[src/rtl/gci_std_kmc_arb_pkg.sv]
// Shared definitions for the gci_std_kmc FIFO write arbiter.
// Contents:
//   STATE_W      width of the debug state output
//   arb_state_e  FSM encoding (IDLE=0, RUN=1, STALL=2, LOCK=3)
// The LOCK encoding is reserved and only reached when GCI_STD_KMC_WR_ARB_LOCK_EN is defined.
package gci_std_kmc_arb_pkg;

  localparam int unsigned STATE_W = 2;

  typedef enum logic [STATE_W-1:0] {
    StIdle  = 2'd0,
    StRun   = 2'd1,
    StStall = 2'd2,
    StLock  = 2'd3
  } arb_state_e;

endpackage

[src/rtl/gci_std_kmc_rr_pick.sv]
// Combinational rotate-priority picker.
// Finds the first set bit of iVALID at or after index iPTR, wrapping REQ_N-1 -> 0.
// Ports:
//   iVALID  [REQ_N]  candidate request bits
//   iPTR    [REQ_W]  highest-priority index this cycle
//   oFOUND           any candidate set
//   oIDX    [REQ_W]  chosen index (0 when none)
//   oONEHOT [REQ_N]  chosen index as one-hot (0 when none)
module gci_std_kmc_rr_pick #(
  parameter int unsigned REQ_N = 4,
  parameter int unsigned REQ_W = 2
) (
  input  logic [REQ_N-1:0] iVALID,
  input  logic [REQ_W-1:0] iPTR,
  output logic             oFOUND,
  output logic [REQ_W-1:0] oIDX,
  output logic [REQ_N-1:0] oONEHOT
);

  always_comb begin
    int unsigned j;
    j      = 0;
    oFOUND = 1'b0;
    oIDX   = '0;
    for (int unsigned i = 0; i < REQ_N; i++) begin
      j = (int'(iPTR) + i) % REQ_N;
      if (!oFOUND && iVALID[j]) begin
        oFOUND = 1'b1;
        oIDX   = REQ_W'(j);
      end
    end
    oONEHOT = oFOUND ? (REQ_N'(1) << oIDX) : '0;
  end

endmodule

[src/rtl/gci_std_kmc_fifo_wr_arbiter.sv]
// Round-robin arbiter sharing one gci_std_kmc_sync_fifo write port among REQ_N requesters.
// At most one requester is acked per cycle; its data is registered into the FIFO write port,
// giving one clock of latency and up to one write per clock. Grants are throttled on FIFO
// full, and on almost-full while a write is still in flight, so the FIFO never overflows.
// Optional feature macro: GCI_STD_KMC_WR_ARB_LOCK_EN adds iREQ_LOCK and the LOCK state, in
// which a granted requester holding its lock keeps the write port until lock or valid drops.
// Ports:
//   iCLOCK, iRESET_SYNC         clock, synchronous active-high reset
//   iREMOVE                     flush; forwarded registered to oFIFO_REMOVE
//   iREQ_VALID/iREQ_DATA        per-requester request and data (requester i at [i*N +: N])
//   iREQ_LOCK                   per-requester lock (only with the macro)
//   oREQ_ACK                    one-hot combinational ack; acked data is taken at this edge
//   oFIFO_WR_EN/oFIFO_WR_DATA   registered FIFO write
//   iFIFO_WR_FULL/_ALMOST_FULL  FIFO write-side status
//   oGRANT_IDX                  index of the last granted requester
//   oSTATE                      FSM state for debug
module gci_std_kmc_fifo_wr_arbiter
  import gci_std_kmc_arb_pkg::*;
#(
  parameter int unsigned N     = 16,
  parameter int unsigned REQ_N = 4,
  parameter int unsigned REQ_W = 2
) (
  input  logic                 iCLOCK,
  input  logic                 iRESET_SYNC,
  input  logic                 iREMOVE,
  input  logic [REQ_N-1:0]     iREQ_VALID,
  input  logic [REQ_N*N-1:0]   iREQ_DATA,
`ifdef GCI_STD_KMC_WR_ARB_LOCK_EN
  input  logic [REQ_N-1:0]     iREQ_LOCK,
`endif
  output logic [REQ_N-1:0]     oREQ_ACK,
  output logic                 oFIFO_REMOVE,
  output logic                 oFIFO_WR_EN,
  output logic [N-1:0]         oFIFO_WR_DATA,
  input  logic                 iFIFO_WR_FULL,
  input  logic                 iFIFO_WR_ALMOST_FULL,
  output logic [REQ_W-1:0]     oGRANT_IDX,
  output logic [STATE_W-1:0]   oSTATE
);

  arb_state_e       state_q, state_d;
  logic [REQ_W-1:0] rr_q, rr_d;
  logic [REQ_W-1:0] gidx_q, gidx_d;
  logic             wr_en_q, wr_en_d;
  logic [N-1:0]     wr_data_q, wr_data_d;
  logic             remove_q;

  logic             space_ok;
  logic             lock_hold;
  logic             grant;
  logic             grant_lock;
  logic [REQ_N-1:0] cand_valid;
  logic             pick_found;
  logic [REQ_W-1:0] pick_idx;
  logic [REQ_N-1:0] pick_onehot;

  // Candidate set: everyone, or only the lock holder while its lock is held.
  always_comb begin
    // A write still in the output register lands next edge, so almost-full is already full.
    space_ok   = !iFIFO_WR_FULL && !(iFIFO_WR_ALMOST_FULL && wr_en_q);
    lock_hold  = 1'b0;
    cand_valid = iREQ_VALID;
`ifdef GCI_STD_KMC_WR_ARB_LOCK_EN
    lock_hold = (state_q == StLock) && iREQ_VALID[gidx_q] && iREQ_LOCK[gidx_q];
    if (lock_hold) cand_valid = iREQ_VALID & (REQ_N'(1) << gidx_q);
`endif
  end

  gci_std_kmc_rr_pick #(
    .REQ_N (REQ_N),
    .REQ_W (REQ_W)
  ) u_pick (
    .iVALID  (cand_valid),
    .iPTR    (rr_q),
    .oFOUND  (pick_found),
    .oIDX    (pick_idx),
    .oONEHOT (pick_onehot)
  );

  always_comb begin
    grant      = space_ok && pick_found && !iREMOVE && !iRESET_SYNC;
    grant_lock = 1'b0;
`ifdef GCI_STD_KMC_WR_ARB_LOCK_EN
    grant_lock = grant && iREQ_LOCK[pick_idx];
`endif
    oREQ_ACK  = grant ? pick_onehot : '0;
    wr_en_d   = grant;
    wr_data_d = wr_data_q;
    gidx_d    = gidx_q;
    rr_d      = rr_q;
    state_d   = state_q;

    if (grant) begin
      wr_data_d = iREQ_DATA[pick_idx*N +: N];
      gidx_d    = pick_idx;
      // A locked grant keeps the pointer so round-robin resumes where it left off.
      if (!grant_lock) begin
        rr_d = (pick_idx == REQ_W'(REQ_N - 1)) ? '0 : pick_idx + REQ_W'(1);
      end
    end

    if (iREMOVE) begin
      state_d = StIdle;
      rr_d    = '0;
    end else if (!(|iREQ_VALID)) begin
      state_d = StIdle;
    end else if (grant) begin
      state_d = grant_lock ? StLock : StRun;
    end else if (lock_hold) begin
      state_d = StLock;
    end else begin
      state_d = StStall;
    end
  end

  always_ff @(posedge iCLOCK) begin
    if (iRESET_SYNC) begin
      state_q   <= StIdle;
      rr_q      <= '0;
      gidx_q    <= '0;
      wr_en_q   <= 1'b0;
      wr_data_q <= '0;
      remove_q  <= 1'b0;
    end else begin
      state_q   <= state_d;
      rr_q      <= rr_d;
      gidx_q    <= gidx_d;
      wr_en_q   <= wr_en_d;
      wr_data_q <= wr_data_d;
      remove_q  <= iREMOVE;
    end
  end

  assign oFIFO_REMOVE  = remove_q;
  assign oFIFO_WR_EN   = wr_en_q;
  assign oFIFO_WR_DATA = wr_data_q;
  assign oGRANT_IDX    = gidx_q;
  assign oSTATE        = state_q;

endmodule

[config.mk]
export PLATFORM = sky130hd
export DESIGN_NAME = gci_std_kmc_fifo_wr_arbiter
export DESIGN_NICKNAME = d
export VERILOG_FILES = /design/src/rtl/gci_std_kmc_arb_pkg.sv /design/src/rtl/gci_std_kmc_rr_pick.sv /design/src/rtl/gci_std_kmc_fifo_wr_arbiter.sv
export SDC_FILE = /design/constraint.sdc
export NUM_CORES = 1
export LEC_CHECK = 0
export CORE_ASPECT_RATIO = 1.1
export CORE_MARGIN = 2
export CORE_UTILIZATION = 40
export DETAILED_ROUTE_END_ITERATION = 6
export PLACE_DENSITY = 0.94
export SLEW_MARGIN = 20
export SYNTH_ARGS = -nofsm -noshare
export SYNTH_HDL_FRONTEND = slang
export SYNTH_HIERARCHICAL = 1
export SYNTH_SLANG_ARGS = --single-unit
export TNS_END_PERCENT = 5
[constraint.sdc]
create_clock -name iCLOCK -period 4.2 [get_ports iCLOCK]
set_clock_uncertainty 0.15 [all_clocks]
set_input_delay 0.42 -clock iCLOCK [delete_from_list [all_inputs] [get_ports iCLOCK]]
set_output_delay 0.42 -clock iCLOCK [all_outputs]
set_load 0.03 [all_outputs]
# ---- After elaboration in Yosys (flattened, before gate mapping)
# Index checks and enable logic that the tools add are counted.
dict set report totals {
  reg_bits 24
  in_bits 73
  out_inout_bits 26
  elab_cells 56
}
dict set report classes {
  add_sub_neg 4
  order_cmp 4
  n_eq_ne 1
  shift 2
  mux 20
  n_bitwise 1
  n_reduce_logical 18
}
# operator count
set ops {}
lappend ops {{$shiftx A64 B7 Y16} 1}
lappend ops {{$lt A2 B3 Y1 const B} 4}
lappend ops {{$mux W2} 6}
lappend ops {{$bmux W1 S2} 4}
lappend ops {{$logic_and A1 B1 Y1} 8}
lappend ops {{$mux W1} 8}
lappend ops {{$mux W4} 2}
lappend ops {{$logic_not A1 Y1} 7}
lappend ops {{$add A2 B1 Y2 const B} 2}
lappend ops {{$add A2 B2 Y2 const B} 2}
lappend ops {{$reduce_or A4 Y1} 1}
lappend ops {{$shl A1 B2 Y4 const A} 1}
lappend ops {{$reduce_or A3 Y1} 1}
lappend ops {{$eq A2 B2 Y1 const B} 1}
lappend ops {{$reduce_or A2 Y1} 1}
lappend ops {{$not A1 Y1} 1}

# ---- Depth between registers and ports, before layout
# Gate-level depths: netlist (run 1).
dict set report logic_depth {
  ltp_word 16
  ltp_mapped 9
  ltp_nobuf 7
}

# ---- Hierarchy
# Netlist (run 1), hierarchy kept.
# module instances cells_each area_per_inst_um2 seq_area_each_um2
set by_module_without_submodules {}
lappend by_module_without_submodules {gci_std_kmc_fifo_wr_arbiter 1 132 1436.4 480.5}
lappend by_module_without_submodules {gci_std_kmc_rr_pick 1 32 182.7 0.0}

# ---- Worst setup path after synthesis (run 1)
# OpenSTA, ideal clock, no wires.
dict set report synth_path {
  path_kind {input -> register}
  from {input iREQ_VALID[1]}
  to {register wr_data_q[10], in the netlist oFIFO_WR_DATA[10]}
  setup_ns 0.117
  arrival_time_ns 1.918
  t_required_ns 3.933
  setup_slack_ns 2.015
  cell_stages 9
  n_path_buf 3
  cell_sequence {buf_2 > nand2b_1 > a21oi_1 > a211oi_2 > buf_6 > buf_12 > mux4_2 > nand4_1 > o21ai_1}
}
dict set report synth_between {
  word_cells_on_any_way 26
  classes_between {shift: 1; mux: 16; reduce/logical: 9}
}
# item line
set synth_lines {}
lappend synth_lines {{start: declaration} gci_std_kmc_fifo_wr_arbiter.sv:27} ;# input logic [REQ_N-1:0] iREQ_VALID,
lappend synth_lines {{$bmux W1 S2} gci_std_kmc_rr_pick.sv:27} ;# if (!oFOUND && iVALID[j]) begin
lappend synth_lines {{$mux W1 (implied by the code)} gci_std_kmc_rr_pick.sv:27}
lappend synth_lines {{$mux W1} gci_std_kmc_rr_pick.sv:27}
lappend synth_lines {{$logic_not A1 Y1} gci_std_kmc_rr_pick.sv:27}
lappend synth_lines {{$logic_and A1 B1 Y1} gci_std_kmc_rr_pick.sv:27}
lappend synth_lines {{$mux W1} gci_std_kmc_rr_pick.sv:27}
lappend synth_lines {{$logic_not A1 Y1} gci_std_kmc_rr_pick.sv:27}
lappend synth_lines {{$logic_and A1 B1 Y1} gci_std_kmc_rr_pick.sv:27}
lappend synth_lines {{$mux W1} gci_std_kmc_rr_pick.sv:27}
lappend synth_lines {{$logic_not A1 Y1} gci_std_kmc_rr_pick.sv:27}
lappend synth_lines {{$logic_and A1 B1 Y1} gci_std_kmc_rr_pick.sv:27}
lappend synth_lines {{$mux W2 (*)} gci_std_kmc_rr_pick.sv:27}
lappend synth_lines {{net pick_idx[0]} gci_std_kmc_fifo_wr_arbiter.sv:55} ;# logic [REQ_W-1:0] pick_idx;
lappend synth_lines {{$shiftx A64 B7 Y16 (*)} gci_std_kmc_fifo_wr_arbiter.sv:95} ;# wr_data_d = iREQ_DATA[pick_idx*N +: N];
lappend synth_lines {{end signal: assignment} gci_std_kmc_fifo_wr_arbiter.sv:130} ;# wr_data_q <= wr_data_d;
lappend synth_lines {{end: declaration} gci_std_kmc_fifo_wr_arbiter.sv:46} ;# logic [N-1:0] wr_data_q, wr_data_d;
# The timed path passes the listed nets; every way through them passes the cells marked *. The select of a mux whose other input is x is not followed.
# A chain may end at the register's enable or synchronous reset.

# ---- Worst setup path after layout (run 1)
dict set report layout_path {
  from {input iREQ_VALID[1]}
  to {output oREQ_ACK[2]}
}
dict set report layout_between {
  elab_chain_len 16
  word_cells_on_any_way 28
  classes_between {shift: 1; mux: 18; reduce/logical: 9}
}
# item line
set layout_lines {}
lappend layout_lines {{$bmux W1 S2} gci_std_kmc_rr_pick.sv:27}
lappend layout_lines {{$mux W1 (implied by the code)} gci_std_kmc_rr_pick.sv:27}
lappend layout_lines {{$mux W1} gci_std_kmc_rr_pick.sv:27}
lappend layout_lines {{$logic_not A1 Y1} gci_std_kmc_rr_pick.sv:27}
lappend layout_lines {{$logic_and A1 B1 Y1} gci_std_kmc_rr_pick.sv:27}
lappend layout_lines {{$mux W1} gci_std_kmc_rr_pick.sv:27}
lappend layout_lines {{$logic_not A1 Y1} gci_std_kmc_rr_pick.sv:27}
lappend layout_lines {{$logic_and A1 B1 Y1} gci_std_kmc_rr_pick.sv:27}
lappend layout_lines {{$mux W1} gci_std_kmc_rr_pick.sv:27}
lappend layout_lines {{$logic_not A1 Y1} gci_std_kmc_rr_pick.sv:27}
lappend layout_lines {{$logic_and A1 B1 Y1} gci_std_kmc_rr_pick.sv:27}
lappend layout_lines {{$mux W1 (*)} gci_std_kmc_rr_pick.sv:27}
lappend layout_lines {{net pick_found} gci_std_kmc_fifo_wr_arbiter.sv:54} ;# logic pick_found;
lappend layout_lines {{$logic_and A1 B1 Y1 (3 in series)} gci_std_kmc_fifo_wr_arbiter.sv:82} ;# grant = space_ok && pick_found && !iREMOVE && !iRESET_SYNC;
lappend layout_lines {{$mux W4 (*)} gci_std_kmc_fifo_wr_arbiter.sv:87} ;# oREQ_ACK = grant ? pick_onehot : '0;
lappend layout_lines {{end: declaration} gci_std_kmc_fifo_wr_arbiter.sv:32} ;# output logic [REQ_N-1:0] oREQ_ACK,
# Marks and branches as above.

==> flow_metrics.py, run 1 <==
metrics = {
    "run_status": {
        "status": "complete, no violations",
    },
    "worst_setup_path": {
        "critPathMaxFanout": 20,
        "cp.required_ps": 3630,
        "critPathCaptureType": "output pin",
        "crit_path_top_delay_cell": "clkdlybuf4s50_1",
        "critical_path.cell_chain": "clkdlybuf4s50_1 > nor2_1 > nand2_1 > nand2b_1 > nor3_4 > buf_4 > and2_1 > clkdlybuf4s50_1",
        "crit_type": "in -> out",
        "arrival_ps": 2770,
        "slowest_delay_ps": 660,
        "startpoint_type": "primary input",
        "path_common_cell": "clkdlybuf4s50_1",
    },
    "sta": {
        "setup_viol_count_final": 0,
        "worst_pin_slew_ps": 965,
        "fmax_ghz": 0.300,
        "hold_viol": 0,
        "fin_crit_sh": 0.794,
        "hold_slack_ps": 324,
        "rsz0062_at_grt": "false",
        "setup_slack_ps": 864,
        "slew_headroom": 0.357,
        "drv_slew": 0,
        "period_needed_ps": 3340,
        "tns_ps": 0,
    },
    "flow_run": {
        "cap_violations": 0,
    },
    "route": {
        "first_pass_iters": 4,
        "dr.first_iter.drc_count": 159,
        "vias": 1666,
        "postRouteAntennaNets": 0,
        "drc_errors": 0,
        "wl_um": 4500,
        "viasPerCell": 5.44,
        "wl_per_cell_um": 14.7,
    },
    "placement": {
        "place.gp.congestion": 0.830,
        "io_buffers": 98,
        "dp_slack_ps": 885,
        "dp_hpwl_um": 3530,
        "place_area_um2": 2600,
    },
    "clock_network": {
        "cts_resized": 0,
        "clk_pin_slew_ps": 80,
        "clock_path_buffers": 2,
        "clock_latency_ps": 260,
        "postCtsHoldBufs": 0,
        "tritoncts": "yes",
        "clock-sinks": 24,
        "numCtsBuffers": 3,
        "cts_setup_buffers": 0,
        "root_buffer": "clkbuf_8",
        "h-tree-depth": 1,
    },
    "synthesis": {
        "synth-edff-count": 0,
        "synth_flop_cell": "dfxtp_1",
        "synth_nets": 238,
        "synth_seq_area_share": 0.297,
        "yosys.area.top_type_share": 0.297,
        "synth_area_um2": 1620,
        "synth_cell_types": 33,
        "synth_top_area_cell": "dfxtp_1",
        "synthCells": 164,
        "synth_area_leaders": "dfxtp_1, mux4_1, mux4_2",
        "postSynth.asyncResetShare": 0,
        "avgSynthCellArea_um2": 9.87,
        "yosys-top-cells-count": "dfxtp_1, nand4_1, nand2b_1",
        "yosysMostFrequentCell": "dfxtp_1",
        "yosysWarnings": 6,
        "synth-seq-cells": 24,
    },
    "finish": {
        "seq_area_um2": 480,
        "fillers": 312,
        "area_growth_syn_to_layout_pct": 65.2,
        "antenna_cells": 0,
        "postLayoutCellArea_um2": 2680,
        "multiInputGateArea_um2": 1020,
        "layout-drive-gt1-share": 0.0866,
        "nets": 329,
    },
    "floorplanning": {
        "die-area_um2": 4570,
        "io-pin-count": 99,
        "die_h_um": 70.7,
        "initial_core_util": 0.412,
        "core_area_um2": 3930,
        "die_w_um": 64.7,
        "rows": 24,
    },
    "global_routing": {
        "grt_max_degree": 22,
        "overflow": 0,
        "first_global_vias": 1697,
        "grt_use_total": 0.206,
        "grt_pass1_wl_um": 7470,
        "antenna_found_initial": 0,
    },
    "power_and_ir_drop": {
        "ir_drop_mv": 0.126,
        "power_mw": 0.679,
        "p_leak_nw": 0.932,
        "power.density_nw_per_um2": 254,
    },
    "worst_hold_path": {
        "hold_path.class": "reg -> reg",
    },
}
## flip-flops by register name, summed over array words and instances, names as in the netlist
name	cells
oFIFO_WR_DATA	16
rr_q	2
oGRANT_IDX	2
oFIFO_WR_EN	1
oSTATE	2
oFIFO_REMOVE	1
## layer usage
metal  GRT usage  vias up  wire, um
li1            -      805         -
met3      0.0397       15       296
met5           0        -         0
met2       0.373       71      2490
met4       0.102        0       134
met1       0.229      775      1580
## path summary, 6_finish.rpt
check,from,endpoint,slack [ps],depth (start not counted)
setup / recovery,iREQ_VALID[1],oREQ_ACK[2],860,8
hold / removal,oFIFO_WR_DATA[4],oFIFO_WR_DATA[4],320,2
setup reg to reg,rr_q[1],oFIFO_WR_DATA[3],1800,6
hold reg to reg,oFIFO_WR_DATA[4],oFIFO_WR_DATA[4],320,2
## through the flow
stage,util,instances
2_1_floorplan,-,164
3_3_place_gp,0.662,302
5_1_grt,0.680,306
4_1_cts,0.680,306
6_report,0.680,306
3_5_place_dp,0.662,302
## cell usage in the layout, fill, tap and decap left out, drive strengths merged
cell / n
and2: 5
mux4: 16
o211a: 1
dfxtp: 24
a311oi: 1
a221oi: 1
a21oi: 8
inv: 4
buf: 5
ha: 1
nor2b: 3
clkdlybuf4s50: 98
nand4: 20
o31ai: 3
nand2: 4
nor2: 7
nor3: 3
o21ai: 20
nor4: 2
clkbuf: 3
a211oi: 3
or2: 1
nand2b: 20
bufinv: 1
## layout make-up
class / instances / share of cell area
tap: 52 / 0.0243
multi-input combinational: 119 / 0.383
clock buffer: 3 / 0.0154
sequential: 24 / 0.180
inverter: 4 / 0.00561
timing repair buffer: 103 / 0.381
clock inverter: 1 / 0.0112
## report_power, final
group,total [mW],leakage [nW],switching [mW],internal [mW]
clock,0.200,0.0357,0.0727,0.127
sequential,0.250,0.196,0.00834,0.241
combinational,0.229,0.700,0.0951,0.134
total,0.679,0.932,0.176,0.503
## worst max-delay path, delay by kind of cell
family | cells | cell delay (ps)
buf+inv | 3 | 1550
simple gates | 5 | 780
## kinds of logic after synthesis
group	after synthesis	share of synthesized area
AOI/OAI and AO/OA	37	0.137
DFF	24	0.297
adders and majority gates	1	0.00773
muxes	16	0.241
and+or+nand+nor	65	0.240
buffers and inverters	21	0.0773
Power figures use the tool's default switching activity.
==> inputs of run 2 (changes only) <==
- CORE_UTILIZATION: 40 -> 34
- PLACE_DENSITY: 0.94 -> 0.86
- clock period: 4.2 -> 2.83 ns (I/O delays scaled with it)
==> run 2 against run 1 <==
Cell count is 2.6% higher. Register-to-register slack worse by 1300 ps. Via count is 2.6% higher. Clock power is 17% higher. Flip-flop and latch count stayed put. Combinational power is 52% higher. Power is 40% higher.
==> flow_metrics.py, run 2 (synthesis gave the netlist of run 1 again) <==
metrics = {
    "floorplanning": {
        "die_w_um": 69.8,
        "initial_core_util": 0.350,
        "rows": 26,
        "io-pin-count": 99,
        "die-area_um2": 5330,
        "core_area_um2": 4620,
        "die_h_um": 76.4,
    },
    "clock_network": {
        "postCtsHoldBufs": 0,
        "cts_resized": 0,
        "clock-sinks": 24,
        "h-tree-depth": 1,
        "numCtsBuffers": 3,
        "cts_setup_buffers": 0,
        "clock_path_buffers": 2,
        "clk_pin_slew_ps": 90,
        "root_buffer": "clkbuf_8",
        "clock_latency_ps": 260,
        "tritoncts": "yes",
    },
    "global_routing": {
        "first_global_vias": 1780,
        "grt_use_total": 0.175,
        "antenna_found_initial": 0,
        "grt_pass1_wl_um": 7760,
        "overflow": 0,
        "grt_max_degree": 22,
    },
    "worst_setup_path": {
        "critPathTopFamily": "buffers and inverters",
        "reg2reg_from": "rr_q[1]",
        "startpoint": "iREQ_VALID[2]",
        "arrival_ps": 2390,
        "slowest_delay_ps": 560,
        "startpoint_type": "primary input",
        "cp_num_buf_inv": 2,
        "crit_path_top_delay_cell": "mux4_1",
        "critPathMaxFanout": 19,
        "cp.required_ps": 2830,
        "critical_path.cell_chain": "clkdlybuf4s50_1 > nand2b_1 > o21ai_1 > a211oi_4 > buf_12 > mux4_1 > nand4_1 > o21ai_0",
        "critPathCaptureType": "flip-flop",
        "crit_type": "in -> reg",
    },
    "finish": {
        "final_common_cell": "clkdlybuf4s50_1",
        "layout-drive-gt1-share": 0.116,
        "postLayoutCellArea_um2": 2700,
        "nets": 333,
        "antenna_cells": 0,
        "finalNonFillerCells": 314,
        "post-route-util": 0.584,
        "final_cell_mix": "clkdlybuf4s50_1, dfxtp_1, nand4_1, nand2b_1, buf_4",
        "largest_register_ff_count": 16,
        "area_growth_syn_to_layout_pct": 66.5,
    },
    "route": {
        "wl_um": 4550,
        "viasPerCell": 5.44,
        "vias": 1709,
        "dr.first_iter.drc_count": 116,
        "wl_per_cell_um": 14.5,
        "postRouteAntennaNets": 0,
        "first_pass_iters": 4,
        "drc_errors": 0,
    },
    "sta": {
        "tns_ps": 0,
        "rsz0062_at_grt": "false",
        "fin_crit_sh": 0.846,
        "hold_slack_ps": 319,
        "setup_slack_ps": 436,
        "slew_headroom": 0.520,
        "setup_viol_count_final": 0,
        "period_needed_ps": 2390,
        "hold_viol": 0,
        "drv_slew": 0,
        "worst_pin_slew_ps": 718,
        "fmax_ghz": 0.418,
    },
    "power_and_ir_drop": {
        "power.density_nw_per_um2": 353,
        "power_mw": 0.953,
        "p_leak_nw": 0.957,
        "ir_drop_mv": 0.163,
    },
    "placement": {
        "place_area_um2": 2640,
        "dp_cells": 310,
        "dp_hpwl_um": 3480,
        "io_buffers": 98,
        "dp_slack_ps": 149,
        "place.gp.congestion": 0.848,
    },
    "flow_run": {
        "cap_violations": 0,
    },
    "run_status": {
        "status": "complete, no violations",
    },
    "worst_hold_path": {
        "hold_path.class": "reg -> reg",
        "hp-start": "oFIFO_WR_DATA[4]",
    },
}
-- run 2: cell count changes in the layout (fill, tap and decap cells not counted), sizes merged --
cell	previous run	this run
buf	5	13
bufinv	1	0
clkbuf	3	4
clkdlybuf4s50	98	94
-- run 2: cell type report --
cell class,instances,area (um2)
fillers,402,1920
repair buffers,107,1050
multi-input cells,119,1020
flip-flops and latches,24,480
well taps,56,70.1
clock buffers,4,55.1
inverters,4,15.0
-- run 2: final timing paths --
check | slack (ps) | to | depth (start not counted)
max | 440 | oFIFO_WR_DATA[11] | 8
min | 320 | oFIFO_WR_DATA[4] | 2
max reg2reg | 540 | oFIFO_WR_DATA[11] | 6
min reg2reg | 320 | oFIFO_WR_DATA[4] | 2
-- run 2: worst register-to-register path: stages, from the launching register on --
cell and delay (ps):
dfxtp_1 620, a21oi_1 140, a211oi_4 280, buf_12 210, mux4_1 560, nand4_1 110, o21ai_0 110
-- run 2: layer usage --
metal	vias to the layer above	GRT usage	wire, um
li1	814	-	-
met1	812	0.198	1690
met2	73	0.325	2470
met3	10	0.0265	267
met4	0	0.0692	124
met5	-	0	0
-- run 2: where the power goes --
group          internal (mW)  total (mW)  switching, mW
logic                  0.206       0.348          0.143
clock network          0.124       0.234          0.110
registers              0.358       0.370         0.0125
total                  0.688       0.953          0.265
